<file path="config.mk">
export PLATFORM = sky130hd
export DESIGN_NAME = ds_spi_poller
export DESIGN_NICKNAME = d
export VERILOG_FILES = /design/src/rtl/ds_spi_poller.sv
export SDC_FILE = /design/constraint.sdc
export NUM_CORES = 1
export LEC_CHECK = 0
export BUFFER_PORTS_ARGS = -buffer_cell sky130_fd_sc_hd__buf_2
export CORE_AREA = 2 2 118 120
export CTS_CLUSTER_DIAMETER = 200
export DETAILED_ROUTE_END_ITERATION = 7
export DIE_AREA = 0 0 120 122
export GPL_ROUTABILITY_DRIVEN = 1
export PLACE_DENSITY = 0.59
export SYNTH_ARGS = -nofsm -noshare
export SYNTH_HDL_FRONTEND = slang
export SYNTH_SLANG_ARGS = --single-unit
</file>
<file path="constraint.sdc">
create_clock -name clk -period 2.8 [get_ports clk]
set_input_delay 0.42 -clock clk [delete_from_list [all_inputs] [get_ports clk]]
set_output_delay 0.42 -clock clk [all_outputs]
set_load 0.02 [all_outputs]
</file>
<file path="src/rtl/ds_spi_poller.sv">
// DualShock pad poller: periodically clocks a 0x01 0x42 0x00.. command frame out and
// latches the button bytes on good frames. Define DS_ANALOG_EN for 9-byte frames with stick outputs.
module ds_spi_poller #(
    parameter int FREQ    = 21_600_000,
    parameter int SCK_HZ  = 250_000,
    parameter int POLL_HZ = 60,
    parameter int GAP_US  = 20
) (
    input  logic       clk,
    input  logic       resetn,
    output logic       ds_clk,
    output logic       ds_cs,
    output logic       ds_mosi,
    input  logic       ds_miso,
    output logic [7:0] rx0,
    output logic [7:0] rx1,
    output logic [7:0] pad_id,
    output logic       present,
    output logic       frame_vld
`ifdef DS_ANALOG_EN
    ,
    output logic [7:0] rx_rx,
    output logic [7:0] rx_ry,
    output logic [7:0] rx_lx,
    output logic [7:0] rx_ly
`endif
);

    localparam int HALF    = FREQ / (2 * SCK_HZ);
    localparam int PERIOD  = FREQ / POLL_HZ;
    localparam int GAP     = ((FREQ / 1000) * GAP_US) / 1000;
`ifdef DS_ANALOG_EN
    localparam int NBYTES  = 9;
`else
    localparam int NBYTES  = 5;
`endif
    localparam int DLY_MAX = (GAP > HALF) ? GAP : HALF;
    localparam int CW      = $clog2(DLY_MAX + 1);
    localparam int PW      = $clog2(PERIOD);
    localparam int BW      = $clog2(NBYTES);

    localparam logic [2:0] S_IDLE   = 3'd0;
    localparam logic [2:0] S_SETUP  = 3'd1;
    localparam logic [2:0] S_BIT_LO = 3'd2;
    localparam logic [2:0] S_BIT_HI = 3'd3;
    localparam logic [2:0] S_GAP    = 3'd4;
    localparam logic [2:0] S_HOLD   = 3'd5;
    localparam logic [2:0] S_DONE   = 3'd6;

    logic [2:0]              state_q, state_d;
    logic [PW-1:0]           per_q, per_d;
    logic [CW-1:0]           cnt_q, cnt_d;
    logic [2:0]              bit_q, bit_d;
    logic [BW-1:0]           byte_q, byte_d;
    logic [7:0]              shift_q, shift_d;
    // Byte 0 of the response carries nothing useful, so only bytes 1.. are kept.
    logic [NBYTES-1:1][7:0]  frame_q, frame_d;
    logic                    sck_q, sck_d, cs_q, cs_d, mosi_q, mosi_d;
    logic [7:0]              rx0_q, rx0_d, rx1_q, rx1_d, id_q, id_d;
    logic                    present_q, present_d, vld_q, vld_d;
    logic                    tick, good;
    logic [7:0]              cmd_cur;
`ifdef DS_ANALOG_EN
    logic [3:0][7:0]         stick_q, stick_d;
`endif

    function automatic logic [7:0] cmd_byte(input logic [BW-1:0] idx);
        if (idx == BW'(0))      return 8'h01;
        else if (idx == BW'(1)) return 8'h42;
        else                    return 8'h00;
    endfunction

    assign tick = (per_q == PW'(PERIOD - 1));
    assign per_d = tick ? '0 : per_q + 1'b1;

    always_comb begin
        state_d   = state_q;
        cnt_d     = cnt_q;
        bit_d     = bit_q;
        byte_d    = byte_q;
        shift_d   = shift_q;
        frame_d   = frame_q;
        sck_d     = sck_q;
        cs_d      = cs_q;
        mosi_d    = mosi_q;
        rx0_d     = rx0_q;
        rx1_d     = rx1_q;
        id_d      = id_q;
        present_d = present_q;
        vld_d     = 1'b0;
`ifdef DS_ANALOG_EN
        stick_d   = stick_q;
`endif
        cmd_cur   = cmd_byte(byte_q);
        good      = ((frame_q[1][7:4] == 4'h4) || (frame_q[1][7:4] == 4'h7))
                    && (frame_q[2] == 8'h5A);
        case (state_q)
            S_IDLE: begin
                if (tick) begin
                    state_d = S_SETUP;
                    cs_d    = 1'b0;
                    cnt_d   = '0;
                    byte_d  = '0;
                end
            end
            S_SETUP, S_GAP: begin
                if (cnt_q == CW'(GAP - 1)) begin
                    state_d = S_BIT_LO;
                    cnt_d   = '0;
                    bit_d   = '0;
                    sck_d   = 1'b0;
                    mosi_d  = cmd_cur[0];
                end else begin
                    cnt_d = cnt_q + 1'b1;
                end
            end
            S_BIT_LO: begin
                if (cnt_q == CW'(HALF - 1)) begin
                    state_d = S_BIT_HI;
                    cnt_d   = '0;
                    sck_d   = 1'b1;
                end else begin
                    cnt_d = cnt_q + 1'b1;
                end
            end
            S_BIT_HI: begin
                if (cnt_q == '0)
                    shift_d = {ds_miso, shift_q[7:1]};
                if (cnt_q == CW'(HALF - 1)) begin
                    cnt_d = '0;
                    if (bit_q == 3'd7) begin
                        if (byte_q != BW'(0))
                            frame_d[byte_q] = shift_d;
                        mosi_d = 1'b1;
                        if (byte_q == BW'(NBYTES - 1)) begin
                            state_d = S_HOLD;
                        end else begin
                            state_d = S_GAP;
                            byte_d  = byte_q + 1'b1;
                        end
                    end else begin
                        state_d = S_BIT_LO;
                        bit_d   = bit_q + 3'd1;
                        sck_d   = 1'b0;
                        mosi_d  = cmd_cur[bit_q + 3'd1];
                    end
                end else begin
                    cnt_d = cnt_q + 1'b1;
                end
            end
            S_HOLD: begin
                if (cnt_q == CW'(GAP - 1)) begin
                    state_d = S_DONE;
                    cs_d    = 1'b1;
                end else begin
                    cnt_d = cnt_q + 1'b1;
                end
            end
            S_DONE: begin
                state_d = S_IDLE;
                vld_d   = 1'b1;
                if (good) begin
                    rx0_d     = frame_q[3];
                    rx1_d     = frame_q[4];
                    id_d      = frame_q[1];
                    present_d = 1'b1;
                end else begin
                    rx0_d     = 8'hFF;
                    rx1_d     = 8'hFF;
                    present_d = 1'b0;
                end
`ifdef DS_ANALOG_EN
                for (int k = 0; k < 4; k++)
                    stick_d[k] = (good && frame_q[1] == 8'h73) ? frame_q[5 + k] : 8'h80;
`endif
            end
            default: state_d = S_IDLE;
        endcase
    end

    always_ff @(posedge clk) begin
        if (!resetn) begin
            state_q   <= S_IDLE;
            per_q     <= '0;
            cnt_q     <= '0;
            bit_q     <= '0;
            byte_q    <= '0;
            shift_q   <= '0;
            frame_q   <= '0;
            sck_q     <= 1'b1;
            cs_q      <= 1'b1;
            mosi_q    <= 1'b1;
            rx0_q     <= 8'hFF;
            rx1_q     <= 8'hFF;
            id_q      <= 8'h00;
            present_q <= 1'b0;
            vld_q     <= 1'b0;
`ifdef DS_ANALOG_EN
            stick_q   <= {4{8'h80}};
`endif
        end else begin
            state_q   <= state_d;
            per_q     <= per_d;
            cnt_q     <= cnt_d;
            bit_q     <= bit_d;
            byte_q    <= byte_d;
            shift_q   <= shift_d;
            frame_q   <= frame_d;
            sck_q     <= sck_d;
            cs_q      <= cs_d;
            mosi_q    <= mosi_d;
            rx0_q     <= rx0_d;
            rx1_q     <= rx1_d;
            id_q      <= id_d;
            present_q <= present_d;
            vld_q     <= vld_d;
`ifdef DS_ANALOG_EN
            stick_q   <= stick_d;
`endif
        end
    end

    assign ds_clk    = sck_q;
    assign ds_cs     = cs_q;
    assign ds_mosi   = mosi_q;
    assign rx0       = rx0_q;
    assign rx1       = rx1_q;
    assign pad_id    = id_q;
    assign present   = present_q;
    assign frame_vld = vld_q;
`ifdef DS_ANALOG_EN
    assign rx_rx = stick_q[0];
    assign rx_ry = stick_q[1];
    assign rx_lx = stick_q[2];
    assign rx_ly = stick_q[3];
`endif

endmodule
</file>
* Word-level counts from Yosys, hierarchy flattened *
Index checks and enable logic that the tools add are counted.

operators by class
  add/subtract/negate cells = 4
  multipliers = 0
  div/mod/pow operators = 0
  $lt $le $gt $ge = 3
  equality and inequality tests = 24
  shifts and indexed selects = 0
  mux-type cells = 47
  bitwise operators = 1
  reductions and logical operators = 24

operators by type and width
  cell                                                 number
  two-way mux 8 bit                                    5
  two-way mux 3 bit                                    13
  two-way mux 9 bit                                    4
  one-hot mux 9 bit (4 select lines)                   1
  bitwise mux 32 bit                                   1
  demux 8 bit (select 3 bit)                           1
  adder 19 x 1 -> 19 bit, second input constant        1
  equality test 19 bit, second input constant          1
  inequality test 2 bit, second input constant         9
  equality test 3 bit, second input constant           5
  one-hot mux 3 bit (5 select lines)                   1
  AND reduction 5 bit                                  3
  two-way mux 7 bit                                    2
  two-way mux 1 bit                                    13
  one-hot mux 3 bit (2 select lines)                   2
  adder 9 x 1 -> 9 bit, second input constant          1
  equality test 9 x 6 -> 1 bit, second input constant  1
  equality test 9 bit, second input constant           1
  zero test 9 bit                                      1
  AND reduction 3 bit                                  3
  equality test 4 x 3 -> 1 bit, second input constant  2
  equality test 8 x 7 -> 1 bit, second input constant  1
  < comparator 3 x 4 -> 1 bit, second input constant   2
  AND reduction 4 bit                                  2
  other kinds (16)                                     27

word-level totals
  flip-flop bits (word level) = 106
  bits in latches = 0
  bits in writable memories = 0
  memory bits (read-only) = 0
  bits of input ports = 3
  memories = 0

* Depth between registers and ports, before layout *
Gate-level depths: netlist (run 1).

  depth in word-level cells = 8
  mapped depth = 9
  depth with buffers taken out = 7

* Least setup slack after synthesis (run 1) *
OpenSTA, ideal clock, no wires.

  path type = flip-flop to flip-flop
  start = register cnt_q[4]
  end = register frame_q[17] (netlist name)
  setup time = 0.065 ns
  arrival time = 2.524 ns
  required time = 2.735 ns
  path slack = 0.211 ns
  cell stages (with the launch flop) = 8
  path buffers = 2
  cells stage by stage = dfxtp_1 > or4_4 > or4_4 > buf_6 > or4_4 > buf_6 > mux2_4 > nor2_2

between the ends
  longest elaborated chain between the ends = 4
  elaborated cells between the ends (all ways) = 6

RTL lines
  what                      line  text
  start: declaration        52    logic [CW-1:0] cnt_q, cnt_d;
  start signal: assignment  204   cnt_q <= cnt_d;
  zero test 9 bit           127   if (cnt_q == '0)
  two-way mux 8 bit         127
  two-way mux 8 bit         97    case (state_q)
  bitwise mux 32 bit        133   frame_d[byte_q] = shift_d;
  end signal: assignment    208   frame_q <= frame_d;
  end: declaration          57    logic [NBYTES-1:1][7:0] frame_q, frame_d;

Several ways; a longest one is shown, not always the timed one. The select of a mux whose other input is x is not followed.
A chain may end at the register's enable or synchronous reset.

* Worst setup path in the final report (run 1) *
Same ends and word-level chain as after synthesis.

==> results of run 1 <==
[flip-flops by register name (all words and copies together), names as in the netlist, 3 cells and up]
signal	flops
pad_id	8
byte_q	3
state_q	3
cnt_q	9
bit_q	3
rx1	8
per_q	19
frame_q	32
shift_q	8
rx0	8
[how the worst max path moves through the flow]
stage	startpoint	endpoint	slack [ps]
2_1_floorplan	cnt_q[4]	frame_q[17]	210
3_3_place_gp	cnt_q[4]	frame_q[18]	280
3_5_place_dp	cnt_q[4]	frame_q[17]	220
4_1_cts	cnt_q[4]	frame_q[17]	210
5_1_grt	bit_q[0]	frame_q[17]	160
6_report	cnt_q[4]	frame_q[17]	220
[cell type report]
type | instances | area (sq um)
clock buffer | 10 | 229.0
clock inverter | 6 | 71.32
fill | 1364 | 8205
inverter | 20 | 75.07
multi-input combinational | 349 | 2263
sequential | 106 | 2122
tap | 180 | 225.2
timing repair buffer | 52 | 312.8
[cell usage after synthesis, types with 2 or more instances]
master    instances  area [sq um]
nand3_1          14         70.07
buf_6             2         22.52
and4b_1           3         30.03
a22oi_1           3         22.52
a211oi_1         32         240.2
and4_1            3         26.28
nor3_1           14         70.07
or4_1             7         52.55
o32ai_1           2         17.52
mux2_4            7         105.1
o21ai_0          12         60.06
nor4b_1           2         17.52
a41oi_1           2         17.52
dfxtp_1         106          2122
buf_2             3         15.01
o22ai_1          17         106.4
o31ai_1           6         45.04
a21oi_1          20         100.1
nand2b_1          2         12.51
a311oi_1          3         26.28
nor4_4            2         42.54
or4_4             3         33.78
inv_1            19         71.32
mux2i_1          14         140.1
nor2_1           70         262.8
or2_2             2         12.51
nor4_1            3         18.77
ha_1              9         112.6
nand2_1          33         123.9
a31o_2            2         17.52
nand4_1          10         62.56
or3_1             2         12.51
nor2b_1           4         25.02
and3_1            8         50.05
xnor2_1          14         122.6
xor2_1            5         43.79
clkbuf_1         25         93.84
nor2_2            7         43.79
[worst min-delay path: stages (launching register included)]
cell and delay [ps]:
dfxtp_1 310, inv_1 50, a21oi_1 50
[power groups by stage]
stage | logic (mW) | clock network [mW] | registers, mW
3_5_place_dp | 0.124 | 0 | 1.56
3_3_place_gp | 0.125 | 0 | 1.56
4_1_cts | 0.125 | 1.34 | 1.52
2_1_floorplan | 0.0889 | 0 | 1.56
5_1_grt | 0.140 | 1.41 | 1.53
6_report | 0.124 | 1.30 | 1.52
[cell families (layout without fill, tap and decap cells)]
group	Yosys count	count (layout)	share of synthesized area, %
adder cells (fa/ha/maj)	9	9	2.452
XOR/XNOR	19	19	3.624
flip-flops	106	106	46.21
multiplexers	21	21	5.340
buffers and inverters	50	88	4.496
AND/OR/NAND/NOR	196	196	22.81
AO/OA/AOI/OAI	104	104	15.07
[layer usage]
layer | GRT usage [%] | routed length [microns] | vias to the layer above
met5 | 0 | 0 | -
met1 | 19.23 | 4830 | 1771
met3 | 4.167 | 388 | 12
met2 | 24.08 | 4796 | 48
met4 | 4.706 | 117 | 0
li1 | - | - | 1881
==> run_results.csv, run 1 <==
group,metric,value,unit
run_status,status,"finished clean",
die,dieHeight,122,microns
placement,gp_congestion,0.7997,
placement,dp_cells,707,
layout,fin_util,39.24,%
critical_path,slowest_stage,"or4_4",
critical_path,cp_common_cell,"or4_4",
layout,area_growth,15.40,%
placement,dp.final_hpwl,7.080,mm
power_and_ir_drop,leakage,1.915,nW
sta,clock_skew,10.51,ps
critical_path,crit_buf_inv,0,
synthesis,synth_seq_cells,106,
layout,antenna_cells,0,
cts,tritoncts,"built",
critical_path,cp.depth,5,
drt,wl_per_cell,14.02,microns
synthesis,seq_area_frac_synth,46.21,%
power_and_ir_drop,swShare,23.36,%
cts,clk_path_buf_depth,2,
cts,post_cts_resized,0,
power_and_ir_drop,seqPwrFrac,51.6,%
drt,drt_iter0_markers,257,
synthesis,ys_warn_count,0,
drt,ant_nets,0,
sta,relSlewSlack,60.94,%
synthesis,synth-edff-count,0,
die,core_area,13500,sq um
sta,setup-violations-final,0,
die,dieArea,14640,sq um
sta,tightest_slew,569.6,ps
sta,fmax,0.3882,GHz
global_route,grt_pass1_vias,3608,
critical_path,crit_type,"reg2reg",
synthesis,avgSynthCellArea,9.093,sq um
placement,dpl_cell_area,4999,sq um
critical_path,crit_family,"simple AND/OR/NAND/NOR gates",
synthesis,synthCells,505,
power_and_ir_drop,vdd_ir_drop_max,0.2933,mV
die,fp.dieW,120,microns
synthesis,syn_nets,517,
critical_path,path_cells,"or4_4 > or4_4 > or4_4 > mux2_4 > nor2_2",
power_and_ir_drop,power.density,556.9,nW/um^2
synthesis,synth_area,4592,sq um
sta,rsz0062_at_grt,"no",
cts,clock_sinks,106,
global_route,grt-ovfl-total,0,
power_and_ir_drop,p_int,2.261,mW
power_and_ir_drop,switching_power,0.6894,mW
critical_path,r2r-end,"frame_q[17]",
critical_path,crit_path_start_kind,"flop",
global_route,grt_pass1_wl,17.47,mm
synthesis,synth_cell_types,51,
layout,stdcell_area,5299,sq um
cts,insertion_delay,350,ps
hold_path,worst_hold_path_type,"reg2reg",
critical_path,crit_path_end_kind,"flop",
die,rows,43,
critical_path,critPathMaxStageDelay,610,ps
die,start_util,34.00,%
hold_path,whs_path_depth,2,
critical_path,reg2regPathDepth,5,
layout,fin_nets,550,
cts,path_clk_slew,70,ps
cts,holdBufCountCts,0,
sta,setup-tns-final,0,ps
sta,min_period,2576,ps
job,maxCapViolCount,0,
layout,final_layout_size_suffix_gt1_share,17.13,%
cts,root_buffer,"clkbuf_16",
critical_path,worstReg2RegStart,"cnt_q[4]",
cts,postCtsSetupBuffers,0,
sta,worst_slack,224.2,ps
sta,hold_viol_final,0,
global_route,grt_use_total,14.87,%
layout,layout_common_cells,"dfxtp_1 (106), nor2_1 (70), nand2_1 (33)",
hold_path,min_to,"pad_id[6]",
drt,totalWireLength,10.13,mm
synthesis,synth_flop_cell,"dfxtp_1",
sta,fin_crit_sh,91.99,%
layout,layout_commonest_cell,"dfxtp_1",
critical_path,arrival,2860,ps
power_and_ir_drop,combPwrFrac,4.2,%
critical_path,r2r_setup_slack,220,ps
global_route,grt_max_degree,37,
drt,dr_total_vias,3712,
cts,htree_levels,3,
critical_path,cp_max_fo,9,
die,pin_count,32,
placement,io_buffers,31,
power_and_ir_drop,p_total,2.951,mW
drt,drt_pass1_iterations,4,
hold_path,min_from,"pad_id[6]",
power_and_ir_drop,power_frac_clock,44.2,%
placement,dp_slack,218.4,ps
global_route,antenna_found_initial,0,
sta,final_max_slew_viol_count,0,
sta,whs,448.7,ps
layout,instances_no_fill,723,
cts,cts_buffers,9,
drt,drc,0,
drt,via_per_inst,5.134,
synthesis,async_flop_share,0,%
critical_path,cp.required,3090,ps
No activity file was read; power rests on OpenSTA's default activity.
==> run 2: changes to the inputs <==
--- a/config.mk
+++ b/config.mk
@@ -5,11 +5,12 @@
 export SDC_FILE = /design/constraint.sdc
 export NUM_CORES = 1
 export LEC_CHECK = 0
+export ABC_AREA = 1
 export BUFFER_PORTS_ARGS = -buffer_cell sky130_fd_sc_hd__buf_2
-export CORE_AREA = 2 2 118 120
+export CORE_AREA = 2 2 123 125
 export CTS_CLUSTER_DIAMETER = 200
 export DETAILED_ROUTE_END_ITERATION = 7
-export DIE_AREA = 0 0 120 122
+export DIE_AREA = 0 0 125 127
 export GPL_ROUTABILITY_DRIVEN = 1
 export PLACE_DENSITY = 0.59
 export SYNTH_ARGS = -nofsm -noshare
==> run_results.csv, run 2 <==
group,metric,value,unit
run_status,status,"finished clean",
global_route,grt-ovfl-total,0,
cts,root_buffer,"clkbuf_16",
drt,ant_nets,0,
critical_path,worstReg2RegStart,"byte_q[0]",
critical_path,r2r_setup_slack,620,ps
layout,largest_reg_flops,32,
critical_path,crit_path_end_kind,"flop",
layout,regMostFlops,"frame_q",
sta,tightest_slew,845.8,ps
synthesis,synth_cell_types,35,
layout,top_regs,"frame_q x32, per_q x19, cnt_q x9",
drt,wl_per_cell,11.49,microns
die,dieHeight,127,microns
placement,dp.final_hpwl,7.616,mm
sta,fin_crit_sh,78.00,%
power_and_ir_drop,leakage,2.372,nW
layout,layout_commonest_cell,"nand2_1",
sta,relSlewSlack,43.55,%
layout,final_layout_size_suffix_gt1_share,9.855,%
global_route,grt_pass1_wl,18.53,mm
synthesis,synth_flop_cell,"dfxtp_1",
critical_path,cp.required,3040,ps
sta,rsz0062_at_grt,"no",
synthesis,synth.area.top_cells,"dfxtp_1 (43%), nand2_1 (14%), nor2_1 (9.5%)",
cts,cts_buffers,9,
synthesis,synth_top_area_share,42.74,%
critical_path,crit_end,"frame_q[3]",
layout,fin_nets,768,
synthesis,avgSynthCellArea,6.820,sq um
synthesis,ys_top_cells_by_count,"nand2_1 (180), nor2_1 (126), dfxtp_1 (106)",
cts,clock_sinks,106,
global_route,grt_max_degree,55,
hold_path,worst_hold_path_type,"in2reg",
drt,drt_pass1_iterations,5,
job,maxCapViolCount,0,
synthesis,synth_most_common_cell,"nand2_1",
synthesis,ys_warn_count,0,
die,fp.dieW,125,microns
layout,layout_common_cells,"nand2_1 (180), nor2_1 (126), dfxtp_1 (106)",
critical_path,crit_type,"reg2reg",
layout,antenna_cells,0,
synthesis,synth-edff-count,0,
sta,min_period,2184,ps
layout,area_growth,12.55,%
sta,setup-tns-final,0,ps
drt,totalWireLength,10.86,mm
power_and_ir_drop,p_total,2.795,mW
placement,io_buffers,31,
critical_path,reg2regPathDepth,6,
critical_path,arrival,2420,ps
global_route,grt_use_total,13.98,%
die,dieArea,15880,sq um
sta,setup-violations-final,0,
cts,htree_levels,3,
sta,final_max_slew_viol_count,0,
power_and_ir_drop,vdd_ir_drop_max,0.2529,mV
cts,post_cts_resized,0,
synthesis,async_flop_share,0,%
global_route,antenna_found_initial,0,
critical_path,r2r-end,"frame_q[3]",
layout,fillers,1536,
die,start_util,34.42,%
critical_path,crit_path_start_kind,"flop",
sta,hold_viol_final,0,
cts,postCtsSetupBuffers,0,
power_and_ir_drop,power.density,500.2,nW/um^2
global_route,grt_pass1_vias,3874,
synthesis,synth_area,4965,sq um
sta,fmax,0.4579,GHz
synthesis,synth_seq_cells,106,
synthesis,synthCells,728,
placement,gp_congestion,0.8464,
cts,clk_path_buf_depth,2,
die,rows,44,
drt,drt_iter0_markers,370,
die,core_area,14420,sq um
cts,holdBufCountCts,0,
drt,dr_total_vias,4335,
die,pin_count,32,
critical_path,cp_max_fo,16,
drt,drc,0,
cts,insertion_delay,350,ps
synthesis,yosysTopAreaCell,"dfxtp_1",
drt,via_per_inst,4.587,
sta,clock_skew,9.815,ps
cts,path_clk_slew,80,ps
cts,tritoncts,"built",
synthesis,seq_area_frac_synth,42.74,%
synthesis,syn_nets,740,
critical_path,critPathLaunch,"byte_q[0]",
-- run 2: cell types whose count changed in the layout (fill, tap and decap cells not counted), moves of 14 or more --
| cell | previous run | this run |
|---|---|---|
| inv_1 | 19 | 93 |
| a211oi_1 | 32 | 0 |
| mux2i_1 | 14 | 0 |
| nor2_1 | 70 | 126 |
| o21ai_0 | 12 | 40 |
| nand3_1 | 14 | 39 |
| nand2_1 | 33 | 180 |
-- run 2: layout make-up --
| type | count | area, sq um | share of cell area [%] |
|---|---|---|---|
| multi-input cells | 501 | 2355 | 42.14 |
| well taps | 184 | 230.2 | 4.120 |
| flip-flops and latches | 106 | 2122 | 37.98 |
| clock inverters | 7 | 63.81 | 1.142 |
| repair buffers | 40 | 222.7 | 3.986 |
| clock buffers | 9 | 225.2 | 4.030 |
| inverters | 98 | 369.1 | 6.605 |
-- run 2: power breakdown --
part	internal, mW	switching, mW
clock	0.623	0.610
sequential	1.51	0.00266
combinational	0.0127	0.0370
total	2.15	0.650
-- run 2: cells by family after synthesis --
| logic type | after synthesis | synth area share [%] |
|---|---|---|
| fa+ha+maj | 9 | 2.268 |
| xor+xnor | 10 | 1.764 |
| flops | 106 | 42.74 |
| simple gates | 385 | 33.09 |
| buf+inv | 121 | 9.828 |
| compound gates | 97 | 10.31 |
-- run 2: per-layer routing --
layer | vias up | wire (microns) | GRT usage (%)
li1 | 2354 | - | -
met3 | 7 | 366 | 2.261
met1 | 1916 | 5496 | 19.24
met4 | 0 | 106 | 4.314
met5 | - | 0 | 0
met2 | 58 | 4885 | 22.67
-- run 2: how the worst min path moves through the flow --
stage / startpoint / endpoint / cells after the start
6_report: resetn / ds_clk / 2
5_1_grt: resetn / ds_clk / 2
4_1_cts: resetn / ds_cs / 2
3_5_place_dp: per_q[0] / per_q[0] / 1
3_3_place_gp: per_q[0] / per_q[0] / 1
2_1_floorplan: per_q[0] / per_q[0] / 1
-- run 2: per-stage QoR --
stage | area, sq um | cells | hold slack, ps | util (%) | worst slack [ps]
2_1_floorplan | 4965 | 728 | 417.6 | - | 1016
3_3_place_gp | 5299 | 929 | 438.0 | 36.74 | 585.1
3_5_place_dp | 5299 | 929 | 443.8 | 36.74 | 592.2
4_1_cts | 5588 | 945 | 424.7 | 38.74 | 575.6
5_1_grt | 5588 | 945 | 442.0 | 38.74 | 338.3
6_report | 5588 | 945 | 416.8 | 38.74 | 615.9
-- run 2: worst max-delay path: stages (launching register included) --
cell	delay, ps
dfxtp_1	540
inv_1	160
ha_1	270
nand2_1	160
nand4_1	520
o21ai_0	350
nor2_1	60
